$ cat config.mk
export PLATFORM = sky130hd
export DESIGN_NAME = huff_tree_ctrl_flat
export DESIGN_NICKNAME = d
export VERILOG_FILES = /design/src/rtl/huff_tree_ctrl_if.sv /design/src/rtl/huff_tree_ctrl.sv /design/src/flat_wrapper.sv
export SDC_FILE = /design/constraint.sdc
export NUM_CORES = 1
export LEC_CHECK = 0
export ABC_CLOCK_PERIOD_IN_PS = 60000
export BUFFER_PORTS_ARGS = -buffer_cell sky130_fd_sc_hd__buf_4
export CAP_MARGIN = 20
export CORE_MARGIN = 4
export CORE_UTILIZATION = 45
export CTS_CLUSTER_DIAMETER = 40
export CTS_CLUSTER_SIZE = 20
export DETAILED_ROUTE_END_ITERATION = 6
export GPL_ROUTABILITY_DRIVEN = 0
export GPL_TIMING_DRIVEN = 0
export MAX_ROUTING_LAYER = met4
export PLACE_DENSITY = 0.61
export REMOVE_ABC_BUFFERS = 1
export SYNTH_ARGS = -nofsm -noshare
export SYNTH_HDL_FRONTEND = slang
export SYNTH_SLANG_ARGS = --single-unit
$ cat constraint.sdc
create_clock -name clk -period 60 [get_ports clk]
set_input_delay 15 -clock clk [delete_from_list [all_inputs] [get_ports clk]]
set_output_delay 15 -clock clk [all_outputs]
set_load 0.03 [all_outputs]
$ cat src/rtl/huff_tree_ctrl_if.sv
// Bundles the weight-load strobe and the code-stream outputs of huff_tree_ctrl.
// The total_bits signal exists only when HUFF_TOTAL_BITS_EN is defined.
interface huff_tree_ctrl_if #(
   parameter int WW = 5,
   parameter int CW = 7
);
   logic          in_valid;
   logic [WW-1:0] in_weight;
   logic          busy;
   logic          out_valid;
   logic [2:0]    out_char;
   logic [2:0]    out_len;
   logic [CW-1:0] out_code;
`ifdef HUFF_TOTAL_BITS_EN
   logic [10:0]   total_bits;

   modport master (output in_valid, in_weight,
                   input  busy, out_valid, out_char, out_len, out_code, total_bits);
   modport slave  (input  in_valid, in_weight,
                   output busy, out_valid, out_char, out_len, out_code, total_bits);
`else
   modport master (output in_valid, in_weight,
                   input  busy, out_valid, out_char, out_len, out_code);
   modport slave  (input  in_valid, in_weight,
                   output busy, out_valid, out_char, out_len, out_code);
`endif
endinterface

$ cat src/rtl/huff_tree_ctrl.sv
// Builds an 8-symbol Huffman code: serial weight load, 7 single-cycle merges, 8 output beats.
// Optional macro HUFF_TOTAL_BITS_EN adds the total_bits output (sum of weight*length).
module huff_tree_ctrl #(
   parameter int NCHAR = 8,
   parameter int WW    = 5,
   parameter int CW    = 7
) (
   input logic             clk,
   input logic             rst_n,
   huff_tree_ctrl_if.slave bus
);
   localparam int NNODE = 2*NCHAR-1;
   localparam int KW    = WW+4;

   typedef enum logic [1:0] {S_IDLE, S_LOAD, S_MERGE, S_OUT} state_t;

   state_t           state_q, state_d;
   logic [2:0]       cnt_q, cnt_d;
   logic [WW-1:0]    wt_q [NNODE];
   logic [WW-1:0]    wt_d [NNODE];
   logic [NNODE-1:0] act_q, act_d;
   logic [NCHAR-1:0] mask_q [NNODE];
   logic [NCHAR-1:0] mask_d [NNODE];
   logic [2:0]       len_q [NCHAR];
   logic [2:0]       len_d [NCHAR];
   logic [CW-1:0]    code_q [NCHAR];
   logic [CW-1:0]    code_d [NCHAR];

   logic [KW-1:0]    key1, key2;
   logic [3:0]       node_a, node_b, new_id;
   logic [NCHAR-1:0] mask_ab;

   function automatic logic [WW-1:0] sat_add(input logic [WW-1:0] a, input logic [WW-1:0] b);
      logic [WW:0] s;
      s = {1'b0, a} + {1'b0, b};
      return s[WW] ? {WW{1'b1}} : s[WW-1:0];
   endfunction

   // Inactive slots read as weight 31 / index 15, exactly like an unused sorter lane.
   function automatic logic [KW-1:0] node_key(input logic act, input logic [WW-1:0] w,
                                              input logic [3:0] id);
      return act ? {w, id} : {KW{1'b1}};
   endfunction

   always_comb begin
      key1 = {KW{1'b1}};
      key2 = {KW{1'b1}};
      for (int i = 0; i < NNODE; i++) begin
         if (node_key(act_q[i], wt_q[i], 4'(i)) < key1) begin
            key2 = key1;
            key1 = node_key(act_q[i], wt_q[i], 4'(i));
         end else if (node_key(act_q[i], wt_q[i], 4'(i)) < key2) begin
            key2 = node_key(act_q[i], wt_q[i], 4'(i));
         end
      end
   end

   assign node_a  = key1[3:0];
   assign node_b  = key2[3:0];
   assign new_id  = 4'(NCHAR) + {1'b0, cnt_q};
   assign mask_ab = mask_q[node_a] | mask_q[node_b];

`ifdef HUFF_TOTAL_BITS_EN
   logic [10:0] acc_q, acc_d, prod;
   assign prod = 11'(wt_q[cnt_q]) * 11'(len_q[cnt_q]);
`endif

   always_ff @(posedge clk or negedge rst_n) begin
      if (!rst_n) begin
         state_q <= S_IDLE;
         cnt_q   <= '0;
         act_q   <= '0;
         for (int i = 0; i < NNODE; i++) begin
            wt_q[i]   <= '0;
            mask_q[i] <= '0;
         end
         for (int c = 0; c < NCHAR; c++) begin
            len_q[c]  <= '0;
            code_q[c] <= '0;
         end
`ifdef HUFF_TOTAL_BITS_EN
         acc_q   <= '0;
`endif
      end else begin
         state_q <= state_d;
         cnt_q   <= cnt_d;
         act_q   <= act_d;
         wt_q    <= wt_d;
         mask_q  <= mask_d;
         len_q   <= len_d;
         code_q  <= code_d;
`ifdef HUFF_TOTAL_BITS_EN
         acc_q   <= acc_d;
`endif
      end
   end

   always_comb begin
      state_d = state_q;
      cnt_d   = cnt_q;
      act_d   = act_q;
      wt_d    = wt_q;
      mask_d  = mask_q;
      len_d   = len_q;
      code_d  = code_q;
`ifdef HUFF_TOTAL_BITS_EN
      acc_d   = acc_q;
`endif
      case (state_q)
         S_IDLE: begin
            if (bus.in_valid) begin
               state_d = S_LOAD;
               cnt_d   = 3'd1;
               wt_d[0] = bus.in_weight;
               for (int i = 0; i < NNODE; i++) begin
                  act_d[i]  = (i < NCHAR);
                  mask_d[i] = (i < NCHAR) ? NCHAR'(1) << i : '0;
               end
               for (int c = 0; c < NCHAR; c++) begin
                  len_d[c]  = '0;
                  code_d[c] = '0;
               end
`ifdef HUFF_TOTAL_BITS_EN
               acc_d   = '0;
`endif
            end
         end
         S_LOAD: begin
            if (!bus.in_valid) begin
               state_d = S_IDLE;
               cnt_d   = '0;
            end else begin
               wt_d[cnt_q] = bus.in_weight;
               cnt_d       = cnt_q + 3'd1;
               if (cnt_q == 3'd7) state_d = S_MERGE;
            end
         end
         S_MERGE: begin
            // Leaves under A take bit 0, leaves under B bit 1, at their current depth.
            for (int c = 0; c < NCHAR; c++) begin
               if (mask_ab[c]) begin
                  code_d[c] = code_q[c] | (CW'(mask_q[node_b][c]) << len_q[c]);
                  len_d[c]  = len_q[c] + 3'd1;
               end
            end
            act_d[node_a]  = 1'b0;
            act_d[node_b]  = 1'b0;
            act_d[new_id]  = 1'b1;
            wt_d[new_id]   = sat_add(wt_q[node_a], wt_q[node_b]);
            mask_d[new_id] = mask_ab;
            cnt_d          = cnt_q + 3'd1;
            if (cnt_q == 3'd6) begin
               state_d = S_OUT;
               cnt_d   = '0;
            end
         end
         S_OUT: begin
            cnt_d = cnt_q + 3'd1;
`ifdef HUFF_TOTAL_BITS_EN
            acc_d = acc_q + prod;
`endif
            if (cnt_q == 3'd7) state_d = S_IDLE;
         end
         default: state_d = S_IDLE;
      endcase
   end

   always_comb begin
      bus.busy      = (state_q != S_IDLE) || bus.in_valid;
      bus.out_valid = 1'b0;
      bus.out_char  = '0;
      bus.out_len   = '0;
      bus.out_code  = '0;
`ifdef HUFF_TOTAL_BITS_EN
      bus.total_bits = '0;
`endif
      if (state_q == S_OUT) begin
         bus.out_valid = 1'b1;
         bus.out_char  = cnt_q;
         bus.out_len   = len_q[cnt_q];
         bus.out_code  = code_q[cnt_q];
`ifdef HUFF_TOTAL_BITS_EN
         if (cnt_q == 3'd7) bus.total_bits = acc_q + prod;
`endif
      end
   end

endmodule

$ cat src/flat_wrapper.sv
// flat-port wrapper written by rule: the top's interface ports become plain ports
module huff_tree_ctrl_flat 
#(
   parameter int NCHAR = 8,
   parameter int WW    = 5,
   parameter int CW    = 7
)
  (clk, rst_n, bus_in_valid, bus_in_weight, bus_busy, bus_out_valid, bus_out_char, bus_out_len, bus_out_code);
  huff_tree_ctrl_if #(.WW(WW), .CW(CW)) bus_i ();
  input logic clk;
  input logic rst_n;
  input wire logic [$bits(bus_i.in_valid)-1:0] bus_in_valid;
  input wire logic [$bits(bus_i.in_weight)-1:0] bus_in_weight;
  output wire logic [$bits(bus_i.busy)-1:0] bus_busy;
  output wire logic [$bits(bus_i.out_valid)-1:0] bus_out_valid;
  output wire logic [$bits(bus_i.out_char)-1:0] bus_out_char;
  output wire logic [$bits(bus_i.out_len)-1:0] bus_out_len;
  output wire logic [$bits(bus_i.out_code)-1:0] bus_out_code;
  assign bus_i.in_valid = bus_in_valid;
  assign bus_i.in_weight = bus_in_weight;
  assign bus_busy = bus_i.busy;
  assign bus_out_valid = bus_i.out_valid;
  assign bus_out_char = bus_i.out_char;
  assign bus_out_len = bus_i.out_len;
  assign bus_out_code = bus_i.out_code;
  huff_tree_ctrl #(.NCHAR(NCHAR), .WW(WW), .CW(CW)) u_core (.clk(clk), .rst_n(rst_n), .bus(bus_i));
endmodule
### Yosys cells after proc, flatten, opt, wreduce, memory -nomap -nowiden

Cells that the tools add are included.

| storage, ports and cells | value |
|---|---|
| flip-flop bits (word level) | 295 |
| output and inout port bits | 15 |
| input bits | 8 |
| word-level logic and storage cells | 304 |

| cells by class | value |
|---|---|
| bitwise gates (word level) | 18 |
| equality and inequality tests | 18 |
| multiplexer cells | 135 |
| $lt $le $gt $ge | 42 |
| shift-type cells | 8 |
| reduce and logical (&&, ||, !) cells | 23 |
| add/subtract/negate cells | 11 |

Operators by type and width:

| operator | count |
|---|---|
| 2-to-1 mux 9 bit | 56 |
| < comparator 9 bit | 28 |
| one-hot mux 120 bit (2 select lines) | 1 |
| bitwise mux 75 bit | 2 |
| one-hot mux 70 bit (2 select lines) | 1 |
| bitwise mux 120 bit | 1 |
| 2-to-1 mux 120 bit | 1 |
| one-hot mux 56 bit (2 select lines) | 1 |
| 2-to-1 mux 7 bit | 11 |
| 2-to-1 mux 75 bit | 1 |
| binary-select mux 8 bit (select 4 bit) | 2 |
| 2-to-1 mux 56 bit | 1 |
| bitwise OR 7 bit | 8 |
| left shift 1 x 3 -> 7 bit | 8 |
| one-hot mux 24 bit (2 select lines) | 1 |
| 2-to-1 mux 3 bit | 15 |
| binary-select mux 5 bit (select 4 bit) | 2 |
| demux 5 bit (select 4 bit) | 2 |
| 2-to-1 mux 5 bit | 8 |
| 2-to-1 mux 8 bit | 5 |
| demux 8 bit (select 4 bit) | 1 |
| bitwise AND 15 bit | 2 |
| NOT 15 bit | 2 |
| one-hot mux 15 bit (2 select lines) | 1 |
| other kinds (40) | 94 |

### Longest topological paths before layout

| depth | value |
|---|---|
| depth after elaboration | 54 |
| mapped depth | 163 |

### Worst setup path after synthesis

OpenSTA, ideal clock, no wires.

| timing path | value |
|---|---|
| kind | in2out |
| from | input port bus_in_valid |
| to | output port bus_busy |
| data required time | 45.000 ns |
| arrival | 15.298 ns |
| cell stages on the path | 2 |
| slack | 29.702 ns |
| cell sequence | nor2b_1 inv_1 |

| on the way | value |
|---|---|
| word-level cells in the longest chain between the ends | 1 |

Ends and longest elaborated chain:

| element | RTL line | source |
|---|---|---|
| from (decl) | flat_wrapper.sv:12 | `input wire logic [$bits(bus_i.in_valid)-1:0] bus_in_valid;` |
| logical OR 1 bit | huff_tree_ctrl.sv:169 | `bus.busy = (state_q != S_IDLE) \|\| bus.in_valid;` |
| to (decl) | flat_wrapper.sv:14 | `output wire logic [$bits(bus_i.busy)-1:0] bus_busy;` |

Every way passes these cells.

### Final worst setup path

| timing path | value |
|---|---|
| from | register u_core.act_q[1] |
| to | register u_core.wt_q[15] (netlist bit) |

| on the way | value |
|---|---|
| word-level cells in the longest chain between the ends | 51 |
| elaborated cells between the ends (all ways) | 83 |
| those cells by class | 1 x add/sub; 28 x order compare; 52 x mux; 2 x bitwise |

Ends and longest elaborated chain:

| element | RTL line | source |
|---|---|---|
| from (decl) | huff_tree_ctrl.sv:21 | `logic [NNODE-1:0] act_q, act_d;` |
| from (signal assigned) | huff_tree_ctrl.sv:87 | `act_q <= act_d;` |
| 2-to-1 mux 9 bit (*) | huff_tree_ctrl.sv:42 | `return act ? {w, id} : {KW{1'b1}};` |
| < comparator 9 bit | huff_tree_ctrl.sv:52 | `end else if (node_key(act_q[i], wt_q[i], 4'(i)) < key2) begin` |
| 2-to-1 mux 9 bit | huff_tree_ctrl.sv:52 |  |
| 2-to-1 mux 9 bit | huff_tree_ctrl.sv:49 | `if (node_key(act_q[i], wt_q[i], 4'(i)) < key1) begin` |
| < comparator 9 bit | huff_tree_ctrl.sv:52 |  |
| 2-to-1 mux 9 bit | huff_tree_ctrl.sv:52 |  |
| 2-to-1 mux 9 bit | huff_tree_ctrl.sv:49 |  |
| < comparator 9 bit | huff_tree_ctrl.sv:52 |  |
| (+34 left out) | - |  |
| 2-to-1 mux 4 bit | huff_tree_ctrl.sv:49 |  |
| NOT 4 -> 5 bit (not written as such) | huff_tree_ctrl.sv:149 | `wt_d[new_id] = sat_add(wt_q[node_a], wt_q[node_b]);` |
| binary-select mux 5 bit (select 4 bit) | huff_tree_ctrl.sv:149 |  |
| 2-to-1 mux 5 bit (not written as such) (2 in a row) | huff_tree_ctrl.sv:149 |  |
| adder 5 x 5 -> 6 bit (*) | huff_tree_ctrl.sv:35 | `s = {1'b0, a} + {1'b0, b};` |
| 2-to-1 mux 5 bit (*) | huff_tree_ctrl.sv:36 | `return s[WW] ? {WW{1'b1}} : s[WW-1:0];` |
| bitwise mux 75 bit (*) | huff_tree_ctrl.sv:149 |  |
| one-hot mux 70 bit (2 select lines) (*) | huff_tree_ctrl.sv:109 | `case (state_q)` |
| to (signal assigned) | huff_tree_ctrl.sv:88 | `wt_q <= wt_d;` |
| to (decl) | huff_tree_ctrl.sv:19 | `logic [WW-1:0] wt_q [NNODE];` |

Every way passes the cells marked *; elsewhere a longest branch is shown, timed or not. The select of a mux whose other input is x is not followed.
A chain may end at the register's enable or synchronous reset.

==> results.tsv <==
metric	value	unit
Synth-to-Final Area Change	10.2	%
worst reg-to-reg path cell count	140	
most frequent cells in the layout	nand2_1, nor2_1, dfrtp_1	
drt pass-1 iters	6	
Min-Delay Path Class	flip-flop to flip-flop	
gr usage total	0.288	
Die Wd	231	um
worst clock skew	0.0275	ns
finished layout cell area	24700	um2
maxcap violations	0	
Rows	81	
period utilization	0.591	
worst path required time	60.36	ns
Final TNS setup	0	ns
Synth Warn #	0	
hold endpoint	u_core.code_q[43]$_DFFE_PN0P_	
pin count of the biggest net entering global routing	101	
die area	53400	um2
PortBufs	22	
Post-synth EDFFs	0	
placed cell areas	23400	um2
# DRC	0	
GRT overflow	0	
chip height	231	um
DRT Wirelength	77800	um
Async S/R FF share, synth	1.00	
ys flop type	dfrtp_1	
clock-pin slew on the worst setup and hold paths	0.06	ns
fin crit period	35.45	ns
initial antenna violation count	0	
status	complete, no violations	
Mapped Cells	2841	
CTS H-tree lvls	2	
FF-to-FF End	u_core.wt_q[15]$_DFFE_PN0P_	
CTS max path bufs	3	
Crit Path Max Fanout	29	
Most common cell on crit path	a21oi_1	
ant diodes	0	
WS Path Type	flip-flop to flip-flop	
CTS buffer count	36	
Core Box Area	49100	um2
Sink Count	232	
number of global-route vias before repair	21783	
Hold-fix buffers, CTS	0	
final hold viol count	0	
flops & latches, synth	232	
# resized after CTS	0	
CP endpoint kind	flip-flop	
via/cell ratio	6.53	
Starting Density	0.457	
1st-iter DRT viols	2446	
Slew Limit Fails	0	
Post-DP HPWL	58300	um
drt wl/cell	22.3	um
root buffer cell	clkbuf_16	
library cells used by synthesis	116	
Post-Synthesis Mean Instance Area	7.89	um2
CP Data Arrival Time	35.81	ns
Min-Delay Path Depth	2	
hold path startpoint	u_core.code_q[43]$_DFFE_PN0P_	
first-pass GRT wire length	122000	um
Slowest-stage cell, CP	o31ai_1	
TritonCTS clock tree	done	
Vias	22768	
R2R Setup Slk	24.55	ns
ANT nets after route	0	
register area share after synthesis	0.259	
CP peak stage delay	0.77	ns
Worst setup SP type	flip-flop	
Setup Fix Bufs, Post-CTS	0	
Max Clk Rate	28.2	MHz
Mapped Area	22400	um2
share of layout cells above drive strength 1	0.105	
I/O Pins	23	
setup violators final	0	
worst-margin pin slew	1.13	ns
RR Startpoint	u_core.act_q[1]$_DFFE_PN0P_	
clk_lat worst skew	0.53	ns
RSZ-0062 raised after global routing	no	
commonest non-fill, non-tap cell in the layout	nand2_1	
# nets final	2968	
max_slew headroom	0.245	
[worst max-delay path, delay by kind of cell, from the launching register on]
kind                       cells  cell delay [ns]
AOI/OAI and AO/OA             74            19.44
muxes                          8             2.25
buffers and inverters          7             1.09
adders and majority gates     15             4.42
DFF                            1             0.52
and+or+nand+nor               36             7.55
[cell families after synthesis]
logic type / count (synthesis) / share of synthesized area
AOI/OAI and AO/OA: 970 / 0.300
muxes: 145 / 0.0779
xor gates and xnor gates: 12 / 0.00469
buffers and inverters: 253 / 0.0458
adders and majority gates: 166 / 0.0930
DFF: 232 / 0.259
other: 2 / 0.000335
and+or+nand+nor: 1061 / 0.219
[Yosys cell counts (26+ instances only)]
cell,number,area (um2)
nor3_1,54,270
inv_1,106,398
a21oi_1,171,856
o21ai_1,59,295
a22o_1,47,412
o21a_1,47,353
and3_1,29,181
nand3_1,56,280
a21o_1,35,263
mux2_2,57,642
a31oi_1,38,238
clkbuf_1,100,375
and2_1,34,213
o22ai_1,35,219
mux2i_1,65,651
nand2b_1,68,425
o21ai_0,206,1030
nor2_1,263,987
nor2b_1,29,181
o211ai_1,31,233
dfrtp_1,232,5810
a221oi_1,26,228
nand2_1,414,1550
ha_1,165,2060
[state kept, by name, summed over array words and instances (netlist names)]
signal,cells
u_core.len_q,24
u_core.mask_q,57
u_core.wt_q,75
u_core.act_q,15
u_core.code_q,56
u_core.state_q,2
u_core.cnt_q,3
[layer usage]
metal / vias to the layer above / wire length [um] / track usage
met5: - / 0 / -
met3: 169 / 5430 / 0.0331
met2: 1013 / 36200 / 0.461
met1: 11091 / 33800 / 0.383
met4: 0 / 2420 / 0.0949
li1: 10495 / - / -
[layout make-up]
class                   instances  area (um2)
well taps                     664         831
clock buffers                  45        1020
flip-flops and latches        232        5810
repair buffers                 54         657
multi-input cells            2358       15700
fillers                      4708       24300
inverters                     112         420
clock inverters                21         265
[stage by stage]
stage               setup slack (ns)  instances  utilization  hold slack (ns)
floorplan                      29.30       2702            -            0.445
global placement               21.10       3388        0.465            0.466
detailed placement             24.64       3413        0.476            0.469
CTS                            24.57       3479        0.502            0.481
global route                   21.69       3486        0.504            0.498
finish                         24.55       3486        0.504            0.483
[how the worst max path moves through the flow]
stage,endpoint,startpoint,cells after the start
after CTS,u_core.wt_q[4]$_DFFE_PN0P_,u_core.act_q[1]$_DFFE_PN0P_,135
after floorplan,bus_busy,bus_in_valid,2
after global routing,u_core.wt_q[5]$_DFFE_PN0P_,u_core.act_q[1]$_DFFE_PN0P_,141
after detailed placement,u_core.wt_q[4]$_DFFE_PN0P_,u_core.act_q[1]$_DFFE_PN0P_,137
final,u_core.wt_q[15]$_DFFE_PN0P_,u_core.act_q[1]$_DFFE_PN0P_,140
after global placement,u_core.len_q[2]$_DFFE_PN0P_,u_core.act_q[1]$_DFFE_PN0P_,99
Power is left out: the tool's default activity adds up to more than one toggle a clock period on the data nets, which glitch-free logic cannot reach.
